**config.mk**
```make
export PLATFORM = sky130hd
export DESIGN_NAME = parking_request_gen
export DESIGN_NICKNAME = d
export VERILOG_FILES = /design/src/rtl/parking_pkg.sv /design/src/rtl/parking_keypad_assembler.sv /design/src/rtl/parking_request_gen.sv
export SDC_FILE = /design/constraint.sdc
export NUM_CORES = 1
export LEC_CHECK = 0
export ABC_AREA = 1
export CAP_MARGIN = 20
export CORE_ASPECT_RATIO = 0.8
export CORE_MARGIN = 5
export CORE_UTILIZATION = 55
export CTS_CLUSTER_DIAMETER = 150
export CTS_CLUSTER_SIZE = 16
export DETAILED_ROUTE_END_ITERATION = 12
export PLACE_DENSITY = 0.87
export REMOVE_ABC_BUFFERS = 1
export SKIP_CTS_REPAIR_TIMING = 1
export SLEW_MARGIN = 0
export SYNTH_ARGS = -nofsm -noshare
export SYNTH_HDL_FRONTEND = slang
export SYNTH_HIERARCHICAL = 1
export SYNTH_SLANG_ARGS = --single-unit
```
**constraint.sdc**
```tcl
create_clock -name clk -period 2.95 [get_ports clk]
set_input_delay 0.59 -clock clk [delete_from_list [all_inputs] [get_ports clk]]
set_output_delay 0.59 -clock clk [all_outputs]
set_load 0.03 [all_outputs]
```
**src/rtl/parking_pkg.sv**
```systemverilog
// rtl/parking_pkg.sv - shared types and constants for the parking request generator
// Contents: FSM state enum, passcode/counter widths, direction encodings.
package parking_pkg;

    localparam int PASSCODE_W = 8;
    localparam int COUNT_W    = 5;

    localparam logic DIR_ENTRY = 1'b0;
    localparam logic DIR_EXIT  = 1'b1;

    typedef enum logic [2:0] {
        ST_IDLE        = 3'd0,
        ST_ISSUE_ENTRY = 3'd1,
        ST_WAIT_ENTRY  = 3'd2,
        ST_ISSUE_EXIT  = 3'd3,
        ST_WAIT_EXIT   = 3'd4,
        ST_COOLDOWN    = 3'd5
    } state_t;

endpackage

```
**src/rtl/parking_keypad_assembler.sv**
```systemverilog
// rtl/parking_keypad_assembler.sv - two-digit keypad code assembly with hold and clear
// Ports: clk, reset_n (async active-low), key_valid/key_digit/key_clear from keypad,
//        hold (freeze code while it is being presented), flush (drop code after use),
//        code (assembled passcode), code_ready (two digits held).
module parking_keypad_assembler
    import parking_pkg::*;
(
    input  logic                  clk,
    input  logic                  reset_n,
    input  logic                  key_valid,
    input  logic [3:0]            key_digit,
    input  logic                  key_clear,
    input  logic                  hold,
    input  logic                  flush,
    output logic [PASSCODE_W-1:0] code,
    output logic                  code_ready
);

    logic have_first;

    always_ff @(posedge clk or negedge reset_n) begin
        if (!reset_n) begin
            code       <= '0;
            have_first <= 1'b0;
            code_ready <= 1'b0;
        end else if (flush) begin
            code       <= '0;
            have_first <= 1'b0;
            code_ready <= 1'b0;
        end else if (!hold) begin
            // While the code is being presented to the controller, neither
            // digits nor a clear may disturb it.
            if (key_clear) begin
                code       <= '0;
                have_first <= 1'b0;
                code_ready <= 1'b0;
            end else if (key_valid && !code_ready) begin
                if (!have_first) begin
                    code[7:4]  <= key_digit;
                    have_first <= 1'b1;
                end else begin
                    code[3:0]  <= key_digit;
                    code_ready <= 1'b1;
                end
            end
        end
    end

endmodule

```
**src/rtl/parking_request_gen.sv**
```systemverilog
// rtl/parking_request_gen.sv - sensor/keypad front-end issuing gate requests to the controller
// Optional feature macro: PARKING_REQ_STATS_EN (adds grant_cnt/deny_cnt outputs).
// Ports: clk, reset_n (async active-low); key_valid/key_digit/key_clear keypad;
//        entry_sensor/exit_sensor car presence; entry_gate_open/exit_gate_open from controller;
//        enter_req/exit_req/passcode_in to controller; grant/deny/grant_dir outcome;
//        busy, code_ready status; grant_cnt/deny_cnt saturating counts (stats build only).
module parking_request_gen
    import parking_pkg::*;
#(
    parameter int TIMEOUT_CYCLES  = 6,
    parameter int COOLDOWN_CYCLES = 2
) (
    input  logic                  clk,
    input  logic                  reset_n,
    input  logic                  key_valid,
    input  logic [3:0]            key_digit,
    input  logic                  key_clear,
    input  logic                  entry_sensor,
    input  logic                  exit_sensor,
    input  logic                  entry_gate_open,
    input  logic                  exit_gate_open,
    output logic                  enter_req,
    output logic                  exit_req,
    output logic [PASSCODE_W-1:0] passcode_in,
    output logic                  grant,
    output logic                  deny,
    output logic                  grant_dir,
    output logic                  busy,
    output logic                  code_ready
`ifdef PARKING_REQ_STATS_EN
    ,
    output logic [7:0]            grant_cnt,
    output logic [7:0]            deny_cnt
`endif
);

    state_t                state, state_next;
    logic [COUNT_W-1:0]    cnt;
    logic                  entry_r, entry_r_d, exit_r, exit_r_d;
    logic                  entry_pend, exit_pend;
    logic                  last_served, last_valid;
    logic [PASSCODE_W-1:0] code;

    logic wait_entry, wait_exit, timeout;
    logic done_entry, done_exit, entry_ok, exit_ok;

    assign wait_entry = (state == ST_WAIT_ENTRY);
    assign wait_exit  = (state == ST_WAIT_EXIT);
    assign timeout    = (cnt == COUNT_W'(TIMEOUT_CYCLES));
    assign done_entry = wait_entry && (entry_gate_open || timeout);
    assign done_exit  = wait_exit  && (exit_gate_open  || timeout);
    assign entry_ok   = entry_pend && code_ready;
    assign exit_ok    = exit_pend;

    parking_keypad_assembler u_keypad (
        .clk        (clk),
        .reset_n    (reset_n),
        .key_valid  (key_valid),
        .key_digit  (key_digit),
        .key_clear  (key_clear),
        .hold       (state == ST_ISSUE_ENTRY || wait_entry),
        .flush      (done_entry),
        .code       (code),
        .code_ready (code_ready)
    );

    always_comb begin
        state_next = state;
        case (state)
            ST_IDLE: begin
                // With no history yet, entry wins a tie; afterwards the tie
                // goes to the direction not served last.
                if (entry_ok && exit_ok)
                    state_next = (last_valid && last_served == DIR_ENTRY) ? ST_ISSUE_EXIT : ST_ISSUE_ENTRY;
                else if (entry_ok)
                    state_next = ST_ISSUE_ENTRY;
                else if (exit_ok)
                    state_next = ST_ISSUE_EXIT;
            end
            ST_ISSUE_ENTRY: state_next = ST_WAIT_ENTRY;
            ST_WAIT_ENTRY:  if (done_entry) state_next = ST_COOLDOWN;
            ST_ISSUE_EXIT:  state_next = ST_WAIT_EXIT;
            ST_WAIT_EXIT:   if (done_exit) state_next = ST_COOLDOWN;
            // The arbitration cycle in IDLE is the last of the idle cycles,
            // so COOLDOWN itself lasts one cycle fewer.
            ST_COOLDOWN:    if (cnt == COUNT_W'(COOLDOWN_CYCLES - 2)) state_next = ST_IDLE;
            default:        state_next = ST_IDLE;
        endcase
    end

    always_ff @(posedge clk or negedge reset_n) begin
        if (!reset_n) begin
            state       <= ST_IDLE;
            cnt         <= '0;
            entry_r     <= 1'b0;
            entry_r_d   <= 1'b0;
            exit_r      <= 1'b0;
            exit_r_d    <= 1'b0;
            entry_pend  <= 1'b0;
            exit_pend   <= 1'b0;
            last_served <= DIR_ENTRY;
            last_valid  <= 1'b0;
            enter_req   <= 1'b0;
            exit_req    <= 1'b0;
        end else begin
            state     <= state_next;
            entry_r   <= entry_sensor;
            entry_r_d <= entry_r;
            exit_r    <= exit_sensor;
            exit_r_d  <= exit_r;
            // Counter is 0 in ISSUE and counts on through WAIT, so in WAIT
            // it equals the number of cycles since the request pulse.
            if (state_next != state && state_next != ST_WAIT_ENTRY && state_next != ST_WAIT_EXIT)
                cnt <= '0;
            else if (state != ST_IDLE)
                cnt <= cnt + COUNT_W'(1);
            entry_pend <= (entry_r && !entry_r_d) || (entry_pend && !done_entry);
            exit_pend  <= (exit_r && !exit_r_d)   || (exit_pend  && !done_exit);
            if (done_entry) begin
                last_served <= DIR_ENTRY;
                last_valid  <= 1'b1;
            end else if (done_exit) begin
                last_served <= DIR_EXIT;
                last_valid  <= 1'b1;
            end
            enter_req <= (state_next == ST_ISSUE_ENTRY);
            exit_req  <= (state_next == ST_ISSUE_EXIT);
        end
    end

    assign grant       = (wait_entry && entry_gate_open) || (wait_exit && exit_gate_open);
    assign deny        = (wait_entry && !entry_gate_open && timeout) || (wait_exit && !exit_gate_open && timeout);
    assign grant_dir   = wait_exit ? DIR_EXIT : (wait_entry ? DIR_ENTRY : last_served);
    assign busy        = (state != ST_IDLE);
    assign passcode_in = (state == ST_ISSUE_ENTRY || wait_entry) ? code : '0;

`ifdef PARKING_REQ_STATS_EN
    always_ff @(posedge clk or negedge reset_n) begin
        if (!reset_n) begin
            grant_cnt <= 8'h00;
            deny_cnt  <= 8'h00;
        end else begin
            if (grant && grant_cnt != 8'hFF) grant_cnt <= grant_cnt + 8'h01;
            if (deny  && deny_cnt  != 8'hFF) deny_cnt  <= deny_cnt  + 8'h01;
        end
    end
`endif

endmodule
```
==> metrics.md, run 1 <==
| Metric | Value |
|---|---|
| M1 WL | `1350 microns` |
| DR top layer | `met4` |
| Core area | `2500 sq um` |
| Crit. Startpoint | `state[0]` |
| Post-synth EDFFs | `0` |
| TritonCTS Buffers | `3` |
| CTS tree | `done` |
| Residual DRC | `0` |
| Warnings, synthesis | `6` |
| RSZ-0062 raised after global routing | `false` |
| Clk buf depth | `2` |
| Via/cell ratio | `5.02` |
| Crit Path Class | `reg2out` |
| Final min period | `2.74 ns` |
| Avg Inst Size Synth | `8.09 sq um` |
| Per-cell routed wire length | `13.0 microns` |
| Post-route setup slack | `0.208 ns` |
| Fin util | `73.0%` |
| PD cells | `1020 nW/um^2` |
| CTS clk-pin slew, worst paths | `0.15 ns` |
| Worst Hold Class | `reg2reg` |
| CP Max Fanout | `8` |
| Clock tree sinks | `28` |
| N_diodes | `0` |
| Total grt overflow | `0` |
| Worst Clk Skew | `0.0237 ns` |
| Post-synth design cell area | `1470 sq um` |
| Tightest Pin Transition | `0.551 ns` |
| Vert. Die Dim | `56.3 microns` |
| Num rows | `16` |
| H-tree depth | `1` |
| Fmax achieved | `365 MHz` |
| ANT nets after route | `0` |
| WL met3 | `205 microns` |
| Worst Path Required | `2.36 ns` |
| Vias in the first global route | `1179` |
| WL met2 | `1630 microns` |
| DR vias | `1239` |
| Worst reg2reg endpoint | `u_keypad/code[1]` |
| Initial antenna violation count | `0` |
| Fillers | `184` |
| Clk root buf | `clkbuf_4` |
| Synth area leader | `dfrtp_1` |
| Router iterations before antenna repair | `4` |
| All-Layer GR Usage | `18.1%` |
| Maximum vdd drop | `447 uV` |
| Final setup fails | `0` |
| Tcrit/Tclk final | `92.9%` |
| Global-route wire length before repair | `5200 microns` |
| Final HPWL DP | `2560 microns` |
| Syn Inst Count | `182` |
| Number of port buffers | `26` |
| Outcome | `finished clean` |
| Full die area | `3820 sq um` |
| Final nets | `227` |
| Number of top-level pins | `27` |
| Critical Path Sink | `grant` |
| Final cell count without fillers | `247` |
| Area contributors post-synth | `dfrtp_1, nand2_1, inv_1, nor2_1, nand3_1` |
| Die X | `67.9 microns` |
| Placed insts | `243` |
| Reg2Reg Depth | `12` |
| Max cap viols | `0` |
| Area grow syn2layout | `24.0%` |
| 1st-iter DRT viols | `87` |
| Max_slew headroom | `63.3%` |
| Sequential share of the synthesized area | `47.6%` |
| Largest net degree at the start of global routing | `29` |
| CP Capture Type | `primary output` |
| Leakage Power | `1.05 nW` |
| Fraction of layout instances using a drive strength above 1 | `12.8%` |
| Ys async rst share | `100%` |
| Final Max Tran Viols | `0` |
| Worst reg-to-reg setup slack | `0.84 ns` |
| Total Wirelength | `3210 microns` |
| Startpoint types | `flop` |
| Worst R2R Start | `cnt[0]` |
| DP Worst Slack | `0.374 ns` |
| Crit path DAT | `2.15 ns` |
| Dominant synthesized flop cell | `dfrtp_1` |
| Final Hold Viols | `0` |
| Netlist cell types | `27` |
| Initial Util | `58.8%` |
| Hold WS | `0.395 ns` |
| Clock latency at the later pin of the worst-skew pair | `0.34 ns` |
| Synth Register Bits | `28` |
| Post-synth top area share | `47.6%` |
| Placer Congestion | `0.884` |
critical path, stage by stage (launching register included):
cell	delay, ns
dfrtp_1	0.53
nor3_2	0.28
inv_1	0.12
o22ai_1	0.18
clkdlybuf4s50_1	0.70
kinds of logic (layout without fill, tap and decap cells):
group | count (synthesis) | after routing | share of synthesized area [%]
AOI/OAI and AO/OA | 18 | 18 | 6.63
xor gates and xnor gates | 4 | 4 | 2.38
adders and majority gates | 3 | 3 | 2.55
buffers and inverters | 37 | 66 | 10.0
DFF | 28 | 28 | 47.6
and+or+nand+nor | 92 | 92 | 30.8
state kept, by name, indices dropped and copies added, names as in the netlist:
register,flops
u_keypad/have_first,1
exit_ok,1
last_served,1
entry_r_d,1
exit_r,1
enter_req,1
entry_pend,1
exit_r_d,1
u_keypad/code,8
exit_req,1
cnt,5
last_valid,1
entry_r,1
state,3
u_keypad/code_ready,1
routing by layer:
metal,track usage (%),vias up
met5,0,-
met4,5.10,0
met3,6.19,5
met2,29.3,33
met1,22.8,586
li1,-,615
power breakdown:
part           internal (W)  switching [W]  total (W)
clock             0.0000757       0.000109   0.000185
sequential         0.000512       0.000120   0.000632
combinational      0.000360       0.000680    0.00104
placed cells by master (no fill, tap or decap), types with 2 or more instances in the layout:
master           instances
a21oi_1                  9
nor3_2                   2
nand3_1                 12
nor2_2                   2
dlymetal6s2s_1           8
nor2_1                  19
nand2_1                 42
clkdlybuf4s50_1         18
nand4_1                  2
clkbuf_4                 3
o21ai_0                  5
inv_1                   29
dfrtp_1                 28
xor2_1                   4
nand2_2                  4
nand2_4                  2
nand3_2                  2
inv_2                    6
ha_1                     3
Yosys cell counts, types with 2 or more instances:
cell type	count
inv_2	6
nor2_1	19
inv_1	29
nand2_1	42
nand2_4	2
dfrtp_1	28
nand3_1	12
nand4_1	2
a21oi_1	9
o21ai_0	5
ha_1	3
xor2_1	4
nor2_2	2
nor3_2	2
nand3_2	2
nand2_2	4
cell type report:
cell class,count,area [sq um],share of cell area [%]
inverters,35,131,7.20
clock buffers,4,36.3,1.99
repair buffers,27,288,15.8
well taps,36,45.0,2.47
multi-input cells,117,624,34.2
flip-flops and latches,28,701,38.4
how the worst min path moves through the flow:
stage / startpoint / endpoint / slack [ns] / depth (start not counted)
after global placement: exit_r / exit_r_d / 0.36 / 0
after CTS: exit_r / exit_r_d / 0.40 / 0
after global routing: exit_r / exit_r_d / 0.40 / 0
after detailed placement: exit_r / exit_r_d / 0.37 / 0
final: exit_r / exit_r_d / 0.40 / 0
after floorplan: reset_n / cnt[0] / 0.29 / 0
metrics by stage:
stage / cell area, sq um / total power [W] / setup TNS, ns
after floorplan: 1460 / 0.00135 / 0
after global placement: 1770 / 0.00162 / 0
after detailed placement: 1770 / 0.00168 / 0
after CTS: 1810 / 0.00187 / -0.0572
after global routing: 1830 / 0.00201 / 0
final: 1830 / 0.00186 / 0
(Power assumes the default switching activity.)
==> inputs of run 2 (changes only) <==
Settings changed: CTS_BUF_LIST set to sky130_fd_sc_hd__clkbuf_2 sky130_fd_sc_hd__clkbuf_4 sky130_fd_sc_hd__clkbuf_8, CTS_CLUSTER_DIAMETER 150 to unset.
Clock period 2.95 ns to 3.27 ns, I/O delays scaled along.
==> run 2 against run 1 <==
Compared with the run above:
- utilization down 0.80 points
- count of clock-buffer cells in the layout unchanged
- final cell count unchanged
- register-to-register slack better by 0.28 ns
- critical path type unchanged
==> metrics.md, run 2 (synthesized netlist as in run 1, its figures left out) <==
| Metric | Value |
|---|---|
| Initial antenna violation count | `0 (unchanged)` |
| Clk network pwr share | `10.1% (about the same)` |
| Leakage Power | `0.911 nW (-13%)` |
| Sw Ratio | `49.0% (about the same)` |
| CTS tree | `done` |
| Clock tree sinks | `28 (unchanged)` |
| Tcrit/Tclk final | `92.8%` |
| Full die area | `3820 sq um (unchanged)` |
| Placer Congestion | `0.882 (-0.24%)` |
| Via/cell ratio | `5.07 (+1.1%)` |
| Cell-internal power | `0.000858 W (-9.4%)` |
| Crit path buffers/inverters | `4 (+2)` |
| Clk buf depth | `2 (unchanged)` |
| Residual DRC | `0 (unchanged)` |
| Initial Util | `58.8% (unchanged)` |
| Worst Clk Skew | `0.0213 ns (-0.00245 ns)` |
| H-tree depth | `1 (unchanged)` |
| Final HPWL DP | `2520 microns (-1.5%)` |
| N_diodes | `0 (unchanged)` |
| Max reg flops | `8 (unchanged)` |
| Global-route wire length before repair | `5520 microns (+6.3%)` |
| Number of top-level pins | `27 (unchanged)` |
| CP Capture Type | `primary output` |
| Crit path DAT | `2.38 ns (+0.23 ns)` |
| Worst Hold Class | `reg2reg` |
| 1st-iter DRT viols | `112 (+29%)` |
| PD cells | `932 nW/um^2 (-8.3%)` |
| Die X | `67.9 microns (unchanged)` |
| Fraction of layout instances using a drive strength above 1 | `12.8% (unchanged)` |
| Vias in the first global route | `1228 (+4.2%)` |
| Hold WS | `0.408 ns (+0.0131 ns)` |
| CTS clk-pin slew, worst paths | `0.16 ns (about the same)` |
| Tightest Pin Transition | `0.556 ns (+0.00516 ns)` |
| Worst Path Required | `2.62 ns (+0.26 ns)` |
| Final Hold Viols | `0 (unchanged)` |
| All-Layer GR Usage | `18.9% (+0.87 points)` |
| Comb power frac | `55.8% (-0.2 points)` |
| Max stage delay on crit path | `0.70 ns (about the same)` |
| Router iterations before antenna repair | `4 (unchanged)` |
| NetSw | `0.000825 W (-9.3%)` |
| Number of port buffers | `26 (unchanged)` |
| Total grt overflow | `0 (unchanged)` |
| Final instance area | `1810 sq um (-1.1%)` |
| Num rows | `16 (unchanged)` |
| Area grow syn2layout | `22.6%` |
| Reg2Reg Depth | `12 (unchanged)` |
| Area after DPL | `1770 sq um (unchanged)` |
| Final nets | `227 (unchanged)` |
| DR vias | `1253 (+1.1%)` |
| Most common cell after layout, fill and taps aside | `nand2_1` |
| Final Max Tran Viols | `0 (unchanged)` |
| Core area | `2500 sq um (unchanged)` |
| Crit Path Class | `reg2out` |
| Startpoint types | `flop` |
| Crit. path cell count | `7 (+3)` |
| CP Max Fanout | `8 (unchanged)` |
| RSZ-0062 raised after global routing | `false` |
| Maximum vdd drop | `460 uV (+2.9%)` |
| Slowest-stage cell, CP | `clkdlybuf4s50_1` |
| Biggest regs | `u_keypad/code: 8 flops, cnt: 5 flops, state: 3 flops` |
| Family with the most delay on the worst path | `buffers and inverters` |
| Final min period | `3.03 ns` |
| Fillers | `198 (+7.6%)` |
| Worst reg-to-reg setup slack | `1.12 ns (+0.28 ns)` |
| Biggest register | `u_keypad/code` |
| Vert. Die Dim | `56.3 microns (unchanged)` |
| Total Wirelength | `3230 microns (+0.53%)` |
| Crit-path cells | `inv_2 > nor3_4 > inv_2 > nand2_1 > inv_1 > nor2_1 > clkdlybuf4s50_1` |
| Clock latency at the later pin of the worst-skew pair | `0.34 ns (about the same)` |
| Max cap viols | `0 (unchanged)` |
| Worst hold path cell count | `0 (unchanged)` |
| Clk root buf | `clkbuf_4` |
| Largest net degree at the start of global routing | `29 (unchanged)` |
| Seq pwr share | `34.0% (about the same)` |
| Commonest non-fill, non-tap cells in the layout | `nand2_1, inv_1, dfrtp_1, clkdlybuf4s50_1, nor2_1` |
| Most frequent CP cell | `inv_2` |
| Setup tns final | `0 ns (unchanged)` |
| TritonCTS Buffers | `3 (unchanged)` |
| Fmax achieved | `330 MHz` |
| Outcome | `finished clean` |
| Per-cell routed wire length | `13.1 microns (+0.53%)` |
| Max_slew headroom | `62.9% (-0.34 points)` |
| ANT nets after route | `0 (unchanged)` |
| Final setup fails | `0 (unchanged)` |
run 2: cell types whose count changed in the layout (fill, tap and decap cells not counted):
cell	delta
clkdlybuf4s50_1	+8
dlymetal6s2s_1	-8
run 2: power by group through the flow:
stage	combinational (W)	sequential [W]	clock, W
after floorplan	0.000640	0.000580	0
after global placement	0.000893	0.000568	0
after detailed placement	0.000938	0.000579	0
after CTS	0.000943	0.000571	0.000172
after global routing	0.00106	0.000588	0.000188
final	0.000940	0.000573	0.000170
run 2: path summary, 6_finish.rpt:
| kind | from | to |
|---|---|---|
| min in group asynchronous | reset_n | state[1] |
| setup reg to reg | cnt[0] | u_keypad/code[3] |
| hold / removal | entry_r | entry_r_d |
| hold reg to reg | entry_r | entry_r_d |
| setup / recovery | state[1] | passcode_in[3] |
| max in group asynchronous | reset_n | exit_r |
run 2: area by class of cell:
cell class              instances  area, sq um  share of cell area, %
flip-flops and latches         28          701                   38.8
inverters                      35          131                   7.28
multi-input cells             117          624                   34.6
well taps                      36         45.0                   2.49
clock buffers                   4         36.3                   2.01
repair buffers                 27          268                   14.8
run 2: metrics by stage:
stage          setup slack [ns]  instances  utilization [%]  power (W)
6_report                  0.236        247             72.2    0.00168
5_1_grt                  0.0872        247             72.2    0.00183
4_1_cts                   0.209        247             72.2    0.00169
3_5_place_dp              0.542        243             70.7    0.00152
3_3_place_gp              0.616        243             70.7    0.00146
2_1_floorplan              1.18        180                -    0.00122
run 2: layer usage:
metal  wire length [microns]  up-vias  global-route usage (%)
met3                     190        4                    4.79
met5                       0        -                       0
met4                      36        0                    5.10
li1                        -      617                       -
met2                    1640       42                    32.3
met1                    1360      590                    23.5
